$ cat src/rtl/core_cluster_pkg.sv
// Shared opcode layout for the core cluster: misc-opcode field positions,
// the misc prefix, mask-update modes and the per-core operation codes.
package core_cluster_pkg;

    localparam int OPCODE_W = 16;

    localparam int PREFIX_HI   = 15;
    localparam int PREFIX_LO   = 14;
    localparam int IDX_HI      = 13;
    localparam int IDX_LO      = 9;
    localparam int STORE_BIT   = 7;
    localparam int MODE_HI     = 6;
    localparam int MODE_LO     = 5;
    localparam int OUT_REQ_BIT = 4;

    localparam logic [1:0] MISC_PREFIX = 2'b11;

    typedef enum logic [1:0] {
        MODE_KEEP = 2'b00,
        MODE_SET  = 2'b01,
        MODE_ALL  = 2'b10,
        MODE_CLR  = 2'b11
    } mode_e;

    // Core-local operations share the prefix field; 2'b11 belongs to the cluster.
    typedef enum logic [1:0] {
        CORE_LOAD_IMM = 2'b00,
        CORE_ADD_GLOB = 2'b01,
        CORE_LOAD_ID  = 2'b10,
        CORE_NONE     = 2'b11
    } core_op_e;

    typedef struct packed {
        logic [4:0] idx;
        logic       store;
        mode_e      mode;
        logic       out_req;
    } misc_fields_t;

    function automatic misc_fields_t decode_misc(input logic [OPCODE_W-1:0] op);
        misc_fields_t f;
        f.idx     = op[IDX_HI:IDX_LO];
        f.store   = op[STORE_BIT];
        f.mode    = mode_e'(op[MODE_HI:MODE_LO]);
        f.out_req = op[OUT_REQ_BIT];
        return f;
    endfunction

endpackage

$ cat src/rtl/core_cluster_core.sv
// Single processing core: accumulator updated by core-local opcodes,
// exposes the low datapath bits of its accumulator for cluster stores.
module core
    import core_cluster_pkg::*;
#(
    parameter int CORE_ID    = 0,
    parameter int BIT_WIDTH  = 8,
    parameter int NR_GLOBALS = 8
) (
    input  logic                             clk_i,
    input  logic                             rst_i,
    input  logic                             execute_i,
    input  logic [OPCODE_W-1:0]              opcode_i,
    input  logic [NR_GLOBALS*BIT_WIDTH-1:0]  globals_i,
    output logic [BIT_WIDTH-1:0]             acc_lo_o
);

    localparam int ACC_W = 2 * BIT_WIDTH;

    logic [ACC_W-1:0]     acc_q, acc_d;
    logic [BIT_WIDTH-1:0] glob_sel;

    // Out-of-range global index reads as zero.
    always_comb begin
        glob_sel = '0;
        for (int g = 0; g < NR_GLOBALS; g++) begin
            if (int'(opcode_i[IDX_HI:IDX_LO]) == g) begin
                glob_sel = globals_i[g*BIT_WIDTH +: BIT_WIDTH];
            end
        end
    end

    always_comb begin
        acc_d = acc_q;
        if (execute_i) begin
            case (core_op_e'(opcode_i[PREFIX_HI:PREFIX_LO]))
                CORE_LOAD_IMM: acc_d = ACC_W'(opcode_i[IDX_HI:0]);
                CORE_ADD_GLOB: acc_d = acc_q + ACC_W'(glob_sel);
                CORE_LOAD_ID:  acc_d = ACC_W'(CORE_ID);
                default:       acc_d = acc_q;
            endcase
        end
    end

    always_ff @(posedge clk_i) begin
        if (rst_i) begin
            acc_q <= '0;
        end else begin
            acc_q <= acc_d;
        end
    end

    assign acc_lo_o = acc_q[BIT_WIDTH-1:0];

endmodule

$ cat src/rtl/core_cluster_serializer.sv
// MSB-first parallel-to-serial shifter with a down-counting bit counter;
// last_o marks the final shift cycle so a reload can follow without a gap.
module bit_serializer #(
    parameter int BIT_WIDTH = 8
) (
    input  logic                 clk_i,
    input  logic                 rst_i,
    input  logic                 load_i,
    input  logic [BIT_WIDTH-1:0] data_i,
    output logic                 busy_o,
    output logic                 last_o,
    output logic                 valid_o,
    output logic                 bit_o
);

    localparam int CNT_W = $clog2(BIT_WIDTH + 1);

    logic [BIT_WIDTH-1:0] shift_q, shift_d;
    logic [CNT_W-1:0]     cnt_q, cnt_d;

    always_comb begin
        shift_d = shift_q;
        cnt_d   = cnt_q;
        if (load_i) begin
            shift_d = data_i;
            cnt_d   = CNT_W'(BIT_WIDTH);
        end else if (cnt_q != '0) begin
            shift_d = shift_q << 1;
            cnt_d   = cnt_q - CNT_W'(1);
        end
    end

    always_ff @(posedge clk_i) begin
        if (rst_i) begin
            shift_q <= '0;
            cnt_q   <= '0;
        end else begin
            shift_q <= shift_d;
            cnt_q   <= cnt_d;
        end
    end

    assign busy_o  = (cnt_q != '0);
    assign last_o  = (cnt_q == CNT_W'(1));
    assign valid_o = busy_o;
    assign bit_o   = busy_o & shift_q[BIT_WIDTH-1];

endmodule

$ cat src/rtl/core_cluster.sv
// Cluster of cores sharing global registers, a core-enable mask and a serial
// readout port; misc opcodes (prefix 2'b11) drive store, mask and readout.
module core_cluster
    import core_cluster_pkg::*;
#(
    parameter int NR_CORES   = 4,
    parameter int BIT_WIDTH  = 8,
    parameter int NR_GLOBALS = 8
) (
    input  logic                clk,
    input  logic                rst,
    input  logic [15:0]         opcode,
    input  logic                execute,
    output logic                busy,
    output logic                overrun,
    output logic [NR_CORES-1:0] core_mask,
    output logic                valid_bit,
    output logic                output_bit
);

    logic [NR_CORES-1:0]             mask_q, mask_d;
    logic [BIT_WIDTH-1:0]            glob_q [NR_GLOBALS];
    logic [BIT_WIDTH-1:0]            glob_d [NR_GLOBALS];
    logic                            overrun_q, overrun_d;
    logic [NR_GLOBALS*BIT_WIDTH-1:0] glob_flat;
    logic [BIT_WIDTH-1:0]            acc_lo [NR_CORES];

    misc_fields_t         f;
    logic                 is_misc;
    logic                 idx_ok;
    logic                 store_hit;
    logic [BIT_WIDTH-1:0] store_data;
    logic [BIT_WIDTH-1:0] cap_data;
    logic                 ser_load, ser_busy, ser_last;

    assign f       = decode_misc(opcode);
    assign is_misc = execute && (opcode[PREFIX_HI:PREFIX_LO] == MISC_PREFIX);
    assign idx_ok  = int'(f.idx) < NR_GLOBALS;

    always_comb begin
        glob_flat = '0;
        for (int g = 0; g < NR_GLOBALS; g++) begin
            glob_flat[g*BIT_WIDTH +: BIT_WIDTH] = glob_q[g];
        end
    end

    for (genvar y = 0; y < NR_CORES; y++) begin : g_core
        core #(
            .CORE_ID    (y),
            .BIT_WIDTH  (BIT_WIDTH),
            .NR_GLOBALS (NR_GLOBALS)
        ) u_core (
            .clk_i     (clk),
            .rst_i     (rst),
            .execute_i (execute & mask_q[y]),
            .opcode_i  (opcode),
            .globals_i (glob_flat),
            .acc_lo_o  (acc_lo[y])
        );
    end

    // Descending scan so the lowest enabled core wins the store.
    always_comb begin
        store_hit  = 1'b0;
        store_data = '0;
        for (int y = NR_CORES - 1; y >= 0; y--) begin
            if (mask_q[y]) begin
                store_hit  = 1'b1;
                store_data = acc_lo[y];
            end
        end
    end

    // Readout captures the register value before any same-opcode store.
    always_comb begin
        cap_data = '0;
        for (int g = 0; g < NR_GLOBALS; g++) begin
            if (int'(f.idx) == g) begin
                cap_data = glob_q[g];
            end
        end
    end

    always_comb begin
        glob_d    = glob_q;
        mask_d    = mask_q;
        overrun_d = overrun_q;
        ser_load  = 1'b0;
        if (is_misc) begin
            if (f.store && store_hit) begin
                for (int g = 0; g < NR_GLOBALS; g++) begin
                    if (int'(f.idx) == g) glob_d[g] = store_data;
                end
            end
            case (f.mode)
                MODE_SET: begin
                    for (int y = 0; y < NR_CORES; y++) begin
                        if (int'(f.idx) == y) mask_d[y] = 1'b1;
                    end
                end
                MODE_ALL: mask_d = '1;
                MODE_CLR: begin
                    for (int y = 0; y < NR_CORES; y++) begin
                        if (int'(f.idx) == y) mask_d[y] = 1'b0;
                    end
                end
                default: mask_d = mask_q;
            endcase
            if (f.out_req && idx_ok) begin
                if (ser_busy && !ser_last) begin
                    overrun_d = 1'b1;
                end else begin
                    ser_load = 1'b1;
                end
            end
        end
    end

    always_ff @(posedge clk) begin
        if (rst) begin
            mask_q    <= '1;
            overrun_q <= 1'b0;
            for (int g = 0; g < NR_GLOBALS; g++) glob_q[g] <= '0;
        end else begin
            mask_q    <= mask_d;
            overrun_q <= overrun_d;
            for (int g = 0; g < NR_GLOBALS; g++) glob_q[g] <= glob_d[g];
        end
    end

    bit_serializer #(
        .BIT_WIDTH (BIT_WIDTH)
    ) u_serializer (
        .clk_i   (clk),
        .rst_i   (rst),
        .load_i  (ser_load),
        .data_i  (cap_data),
        .busy_o  (ser_busy),
        .last_o  (ser_last),
        .valid_o (valid_bit),
        .bit_o   (output_bit)
    );

    assign busy      = ser_busy;
    assign overrun   = overrun_q;
    assign core_mask = mask_q;

endmodule

$ cat config.mk
export PLATFORM = sky130hd
export DESIGN_NAME = core_cluster
export DESIGN_NICKNAME = d
export VERILOG_FILES = /design/src/rtl/core_cluster_pkg.sv /design/src/rtl/core_cluster_core.sv /design/src/rtl/core_cluster_serializer.sv /design/src/rtl/core_cluster.sv
export SDC_FILE = /design/constraint.sdc
export NUM_CORES = 1
export LEC_CHECK = 0
export BUFFER_PORTS_ARGS = -buffer_cell sky130_fd_sc_hd__clkbuf_2
export CORE_ASPECT_RATIO = 1.2
export CORE_MARGIN = 2
export CORE_UTILIZATION = 30
export DETAILED_ROUTE_END_ITERATION = 6
export GPL_ROUTABILITY_DRIVEN = 0
export PLACE_DENSITY_LB_ADDON = 0.3
export SLEW_MARGIN = 20
export SYNTH_ARGS = -nofsm -noshare
export SYNTH_HDL_FRONTEND = slang
export SYNTH_HIERARCHICAL = 1
export SYNTH_SLANG_ARGS = --single-unit
$ cat constraint.sdc
create_clock -name clk -period 5.34 [get_ports clk]
set_input_delay 0.801 -clock clk [delete_from_list [all_inputs] [get_ports clk]]
set_output_delay 0.801 -clock clk [all_outputs]
set_load 0.01 [all_outputs]
Word level (Yosys, flattened, before mapping)
Cells that the tools add are included.
Word-level totals
  input port bits: 19
  output and inout bits: 8
  memories kept: 0
  bits in latches: 0
  bits in writable memories: 0
  ROM bits: 0
  register bits after elaboration: 145
Cells by class
  shift operators: 0
  bitwise logic cells: 5
  reductions and logical operators: 29
  $mul: 0
  div/mod/pow operators: 0
  add/subtract/negate cells: 5
  $lt $le $gt $ge: 1
  multiplexer cells: 36
  equality and inequality tests: 22
Operator list (number)
  16-bit one-hot mux with 3 select lines: 4
  8-bit 2-to-1 mux: 14
  16-bit by 8-bit adder with 16-bit output: 4
  3-bit AND reduction: 9
  5-bit by 4-bit == test with 1-bit output, second input constant: 4
  2-bit != test, second input constant: 8
  4-bit AND reduction: 4
  1-bit 2-to-1 mux: 15
  4-bit one-hot mux with 3 select lines: 1
  5-bit by 3-bit == test with 1-bit output, second input constant: 2
  2-bit == test, second input constant: 4
  4-bit 2-to-1 mux: 2
  2-bit AND reduction: 4
  3-bit nonzero test: 2
  1-bit AND: 5
  5-bit by 2-bit == test with 1-bit output, second input constant: 1
  5-bit logical NOT: 1
  5-bit by 4-bit less-than comparator with 1-bit output, second input constant: 1
  2-bit by 1-bit == test with 1-bit output, second input constant: 2
  4-bit by 1-bit == test with 1-bit output, second input constant: 1
  1-bit logical AND: 4
  4-bit nonzero test: 1
  4-bit by 1-bit subtractor with 4-bit output, second input constant: 1
  2-bit logical NOT: 1
  other kinds (3): 3

Logic depth before layout (Yosys ltp)
  word-level depth: 11
  depth in mapped cells: 17

By module
The synthesis kept the hierarchy.
Modules (own cells, without submodules)
  core_cluster: area an instance 3659.8 sq um, cells each 467, times used 1, sequential area each 1381.3 sq um
  core at g_core[3].u_core: area an instance 1481.4 sq um, cells each 223, times used 1, sequential area each 160.2 sq um
  core at g_core[0].u_core: area an instance 1301.2 sq um, cells each 181, times used 1, sequential area each 160.2 sq um
  core at g_core[2].u_core: area an instance 1256.2 sq um, cells each 169, times used 1, sequential area each 160.2 sq um
  core at g_core[1].u_core: area an instance 1255.0 sq um, cells each 176, times used 1, sequential area each 160.2 sq um
  bit_serializer: area an instance 580.6 sq um, cells each 67, times used 1, sequential area each 240.2 sq um

Worst setup path before layout
No wires, ideal clock.
  path kind: input port to flip-flop
  start: input opcode[9]
  end: register g_core[2].u_core.acc_q[7]
  stages on the path: 12
  path buffers: 1
  required time: 5.237 ns
  arrival: 4.042 ns
  slack: 1.195 ns
  cells stage by stage: buf_2 -> nand2b_1 -> nor3_1 -> mux2_2 -> o22a_1 -> ha_1 -> a211oi_2 -> o21bai_1 -> or3_1 -> a31oi_1 -> xnor3_1 -> a2111oi_2
Between the ends
  longest elaborated chain between the ends: 11
  elaborated cells on any way between the ends: 18
  those cells by class: add/sub (1); eq/ne (7); mux (9); reduce/logical (1)
Ends and longest elaborated chain
  from (decl): RTL line core_cluster.sv:12  | input logic [15:0] opcode,
  5-bit logical NOT: RTL line core_cluster_core.sv:27  | if (int'(opcode_i[IDX_HI:IDX_LO]) == g) begin
  8-bit 2-to-1 mux (7 in a row): RTL line core_cluster_core.sv:27
  8-bit 2-to-1 mux *: RTL line core_cluster_core.sv:27
  16-bit by 8-bit adder with 16-bit output *: RTL line core_cluster_core.sv:38  | CORE_ADD_GLOB: acc_d = acc_q + ACC_W'(glob_sel);
  16-bit one-hot mux with 3 select lines *: RTL line core_cluster_core.sv:36  | case (core_op_e'(opcode_i[PREFIX_HI:PREFIX_LO]))
  to (signal assigned): RTL line core_cluster_core.sv:47  | acc_q <= '0;
  to (signal assigned): RTL line core_cluster_core.sv:49  | acc_q <= acc_d;
  to (decl): RTL line core_cluster_core.sv:20  | logic [ACC_W-1:0] acc_q, acc_d;
Every way passes the cells marked *; elsewhere a longest branch is shown, timed or not.
A chain may end at the register's enable or synchronous reset.

Worst setup path after layout
  start: input opcode[13]
  end: register g_core[1].u_core.acc_q[7]
Between the ends
  longest elaborated chain between the ends: 11
  elaborated cells on any way between the ends: 18
  those cells by class: add/sub (1); eq/ne (7); mux (9); reduce/logical (1)
Ends and longest elaborated chain (RTL line)
  5-bit logical NOT: core_cluster_core.sv:27
  8-bit 2-to-1 mux (7 in a row): core_cluster_core.sv:27
  8-bit 2-to-1 mux *: core_cluster_core.sv:27
  16-bit by 8-bit adder with 16-bit output *: core_cluster_core.sv:38
  16-bit one-hot mux with 3 select lines *: core_cluster_core.sv:36
  to (signal assigned): core_cluster_core.sv:47
  to (signal assigned): core_cluster_core.sv:49
  to (decl): core_cluster_core.sv:20
Marked as above.

==> summary by stage <==
Die
The effective utilization at floorplan is 0.304. The chip height is 199 µm. Measured along the x axis, the die boundary spans 167 µm. The die covers 33200 µm². The floorplan has 71 rows.

The I/O pin total is 27. The placeable core area is 31400 µm².

Clock network
For the worst-skew pair, the clock arrives at the later sink with an insertion delay of 430 ps. The H-tree was split into 4 levels. Buffers inserted to repair hold after CTS numbered 0. The clock passes through at most 2 buffers.

The clock net in this run drives a total of 113 sinks. In this run the clock root is driven by a clkbuf_16. The clock transition time at the flip-flop clock pins of the worst setup and hold paths is 60 ps. TritonCTS built the clock tree. The post-cts sizing count is 0. The TritonCTS buffer count is 17. The post-CTS setup buffer count is 0.

Yosys
In this run, distinct cell masters in the synthesized netlist total 91. The fraction of registers with async set/reset is 0. For this run, the register share of the synthesized area comes to 0.237.

Yosys printed 6 warnings. The mean area per synthesized cell is 7.43 µm². The most frequently used flop master after synthesis is dfxtp_1. The total standard cell area after synthesis is 9530 µm². The flip-flop and latch count after synthesis is 113. Counting flops with a built-in enable in the synthesized netlist gives 0. The instance count of the mapped netlist is 1283. When the netlist entered floorplanning its net count stood at 1347.

Placement
Once placement finished, the instance area stood at 9980 µm². Buffers placed on the I/O ports in this run total 25. The HPWL after detailed placement is 28100 µm.

Setup path
The cell class contributing the biggest share of worst-path delay is compound AO/OA/AOI/OAI gates. The number of buffers and inverters on the critical path is 1. Of all nets on the critical path, the largest fanout is 28.

The start-to-end type of the worst setup path is primary input to flop. In this run the critical register-to-register path is launched from glob_flat[9]. The capturing point of the worst reg2reg path is g_core[0].u_core/acc_q[7]. The worst setup path is launched from a primary input. The data arrival time at the worst-slack endpoint is 4570 ps. The worst reg-to-reg path cell count is 12. STA classifies the critical path endpoint as a flop.

The worst-case register-to-register setup slack is 1910 ps. At the worst endpoint, the required time is 5690 ps. The largest stage delay on the critical path is 690 ps. Walking the worst path, the cells encountered are clkbuf_2 > nor2_1 > nand2_1 > nor3_1 > a21oi_1 > a21oi_1 > o22a_1 > ha_1 > a211oi_2 > o21bai_1 > or3_1 > a31oi_1 > xnor3_1 > a211oi_2. The largest individual stage delay along the critical path comes from the cell nor3_1.

Detailed routing
The average routed wire per standard cell is 22.0 µm. In the routed design, unresolved DRC markers number 0. The per-cell via count in the routed design is 6.00. The residual antenna-violating net count after detailed routing is 0. The number of vias after detailed routing is 10100. After detailed routing, the total wire length is 37200 µm. The detailed-router iteration count before antenna repair is 7. The detailed router's first-iteration violation count is 1323.

GRT
For this run, the total global-route usage over all layers was measured as 0.224. The number of antenna violations at the first check in global routing came to 0. For this run the aggregate overflow at the end of global routing stands at 0.

The global-route wire length before repair is 56900 µm. The via count of the first global-routing pass is 9285. The maximum number of pins on one net before global-route repair is 72.

Power
The worst-case IR drop observed on VDD is 218 µV. Power spread over the standard cell area amounts to 254 nW/µm². In this run the static leakage power is 3.81 nW.

Layout
The ratio of cells with drive above 1 in the final layout is 0.0956. The finished cells cover 10600 µm². The utilization after layout is 0.338.

The synthesis-to-finish area growth is 11.0%. In the final design database the tool counted 1338 nets. The count of antenna diodes in the layout is 0. The filler cell count in the final layout is 3327.

Timing
The count of pins over their slew limit was 0. The total of endpoints with negative setup slack in the final report is 0. Clock skew on the completed layout was measured at 12.2 ps. The minimum clock period is 4220 ps. For this run, the top clock speed supported by timing is 237 MHz. The total count of hold-check failures in the final report is 0.

The final setup TNS is 0 ps. At the pin with the least slew margin, the transition time is 1320 ps. Setup repair after global routing left no endpoint under its margin. The remaining max-slew budget at the tightest pin is 0.114. In the finished design, the share of the clock period the worst path needs comes to 0.791.

Min path
The critical hold path startpoint is u_serializer/shift_q[0]. The worst hold path belongs to the class flop to flop. The count of cells along the worst hold path is 2. For hold timing, the worst endpoint is u_serializer/shift_q[0].

Outcome
The run finished with clean final reports.

Flow run
The number of max-cap violations is 0.
power breakdown:
group | switching, mW | leakage, nW | internal (mW) | total (mW)
Combinational | 0.350 | 2.60 | 0.210 | 0.560
Clock | 0.441 | 0.292 | 0.743 | 1.18
Sequential | 0.0477 | 0.918 | 0.901 | 0.949
cell usage after synthesis (6+ instances only):
cell,count,share of area
or3_1,8,0.0052
a21o_1,12,0.0094
nor4_4,6,0.013
or2_2,6,0.0039
dfxtp_1,113,0.24
buf_2,14,0.0073
or4_1,7,0.0055
mux2i_1,45,0.047
nor3b_1,7,0.0055
inv_1,37,0.015
o21ai_1,10,0.0052
ha_1,41,0.054
nor3_1,43,0.023
a221oi_1,15,0.014
a31oi_1,7,0.0046
o22ai_1,12,0.0079
a22oi_1,19,0.015
and2_1,6,0.0039
nand2b_1,33,0.022
nand2_1,144,0.057
o21bai_1,6,0.0047
a221o_1,17,0.018
a21oi_1,148,0.078
nand3b_1,6,0.0047
buf_1,8,0.0031
nor2b_1,39,0.026
buf_4,6,0.0047
o32a_1,6,0.0063
o21ai_0,52,0.027
a211oi_1,23,0.018
nor4_1,9,0.0059
a222oi_1,6,0.0063
xnor2_1,6,0.0055
clkbuf_1,42,0.017
nand3_1,86,0.045
nor2_1,111,0.044
o21a_1,8,0.0063
nand4_1,9,0.0059
tightest hold or removal path, delay by kind of cell, from the launching register on:
family	cells	cell delay, ps
AO/OA/AOI/OAI	1	50
AND/OR/NAND/NOR	1	60
flip-flops	1	310
sequential cells by signal, summed over array words and instances (netlist names):
signal	count
core_mask	4
u_serializer/shift_q	8
glob_flat	64
u_serializer/cnt_q	4
overrun	1
g_core.u_core/acc_q	32
cell usage in the layout, fill, tap and decap left out, types with 33 or more instances in the layout:
cell type	count
nor3_1	43
nor2_1	111
nor2b_1	39
inv_1	37
mux2i_1	45
nand2_1	144
ha_1	41
a21oi_1	148
dfxtp_1	113
o21ai_0	52
nand3_1	86
nand2b_1	33
cell type report:
type,count,area (µm²),share of cell area
multi-input combinational,1058,6790,0.641
timing repair buffer,45,283,0.0267
clock buffer,18,439,0.0415
inverter,39,146,0.0138
clock inverter,14,164,0.0155
sequential,113,2260,0.214
tap,401,502,0.0474
stage by stage:
| stage | std cells | worst slack [ps] | total power [mW] | hold WS [ps] |
|---|---|---|---|---|
| 2_1_floorplan | 1283 | 1190 | 1.39 | 449 |
| 5_1_grt | 1688 | 860 | 2.83 | 499 |
| 3_5_place_dp | 1656 | 743 | 1.52 | 460 |
| 3_3_place_gp | 1656 | 752 | 1.51 | 455 |
| 4_1_cts | 1688 | 1210 | 2.70 | 467 |
| 6_report | 1688 | 1120 | 2.69 | 465 |
cell families after synthesis:
| logic type | share of synthesized area |
|---|---|
| simple gates | 0.302 |
| compound gates | 0.282 |
| flops | 0.237 |
| buf+inv | 0.0509 |
| mux | 0.0543 |
| fa+ha+maj | 0.0622 |
| xor+xnor | 0.0112 |
how the worst max path moves through the flow:
stage,start,to,slack [ps],depth (start not counted)
after global placement,opcode[13],g_core[0].u_core/acc_q[7],750,13
after detailed placement,opcode[10],g_core[0].u_core/acc_q[7],740,14
after CTS,opcode[11],g_core[1].u_core/acc_q[7],1210,13
after global routing,opcode[13],g_core[3].u_core/acc_q[6],860,15
after floorplan,opcode[9],g_core[2].u_core/acc_q[7],1190,12
final,opcode[13],g_core[1].u_core/acc_q[7],1120,14
layer usage:
metal / GRT usage / vias up / part of all wire
met5: 0 / - / 0
met4: 0.115 / 0 / 0.057
met3: 0.0442 / 135 / 0.081
met2: 0.374 / 518 / 0.46
met1: 0.274 / 4709 / 0.40
li1: - / 4769 / -
(Power assumes the default switching activity.)
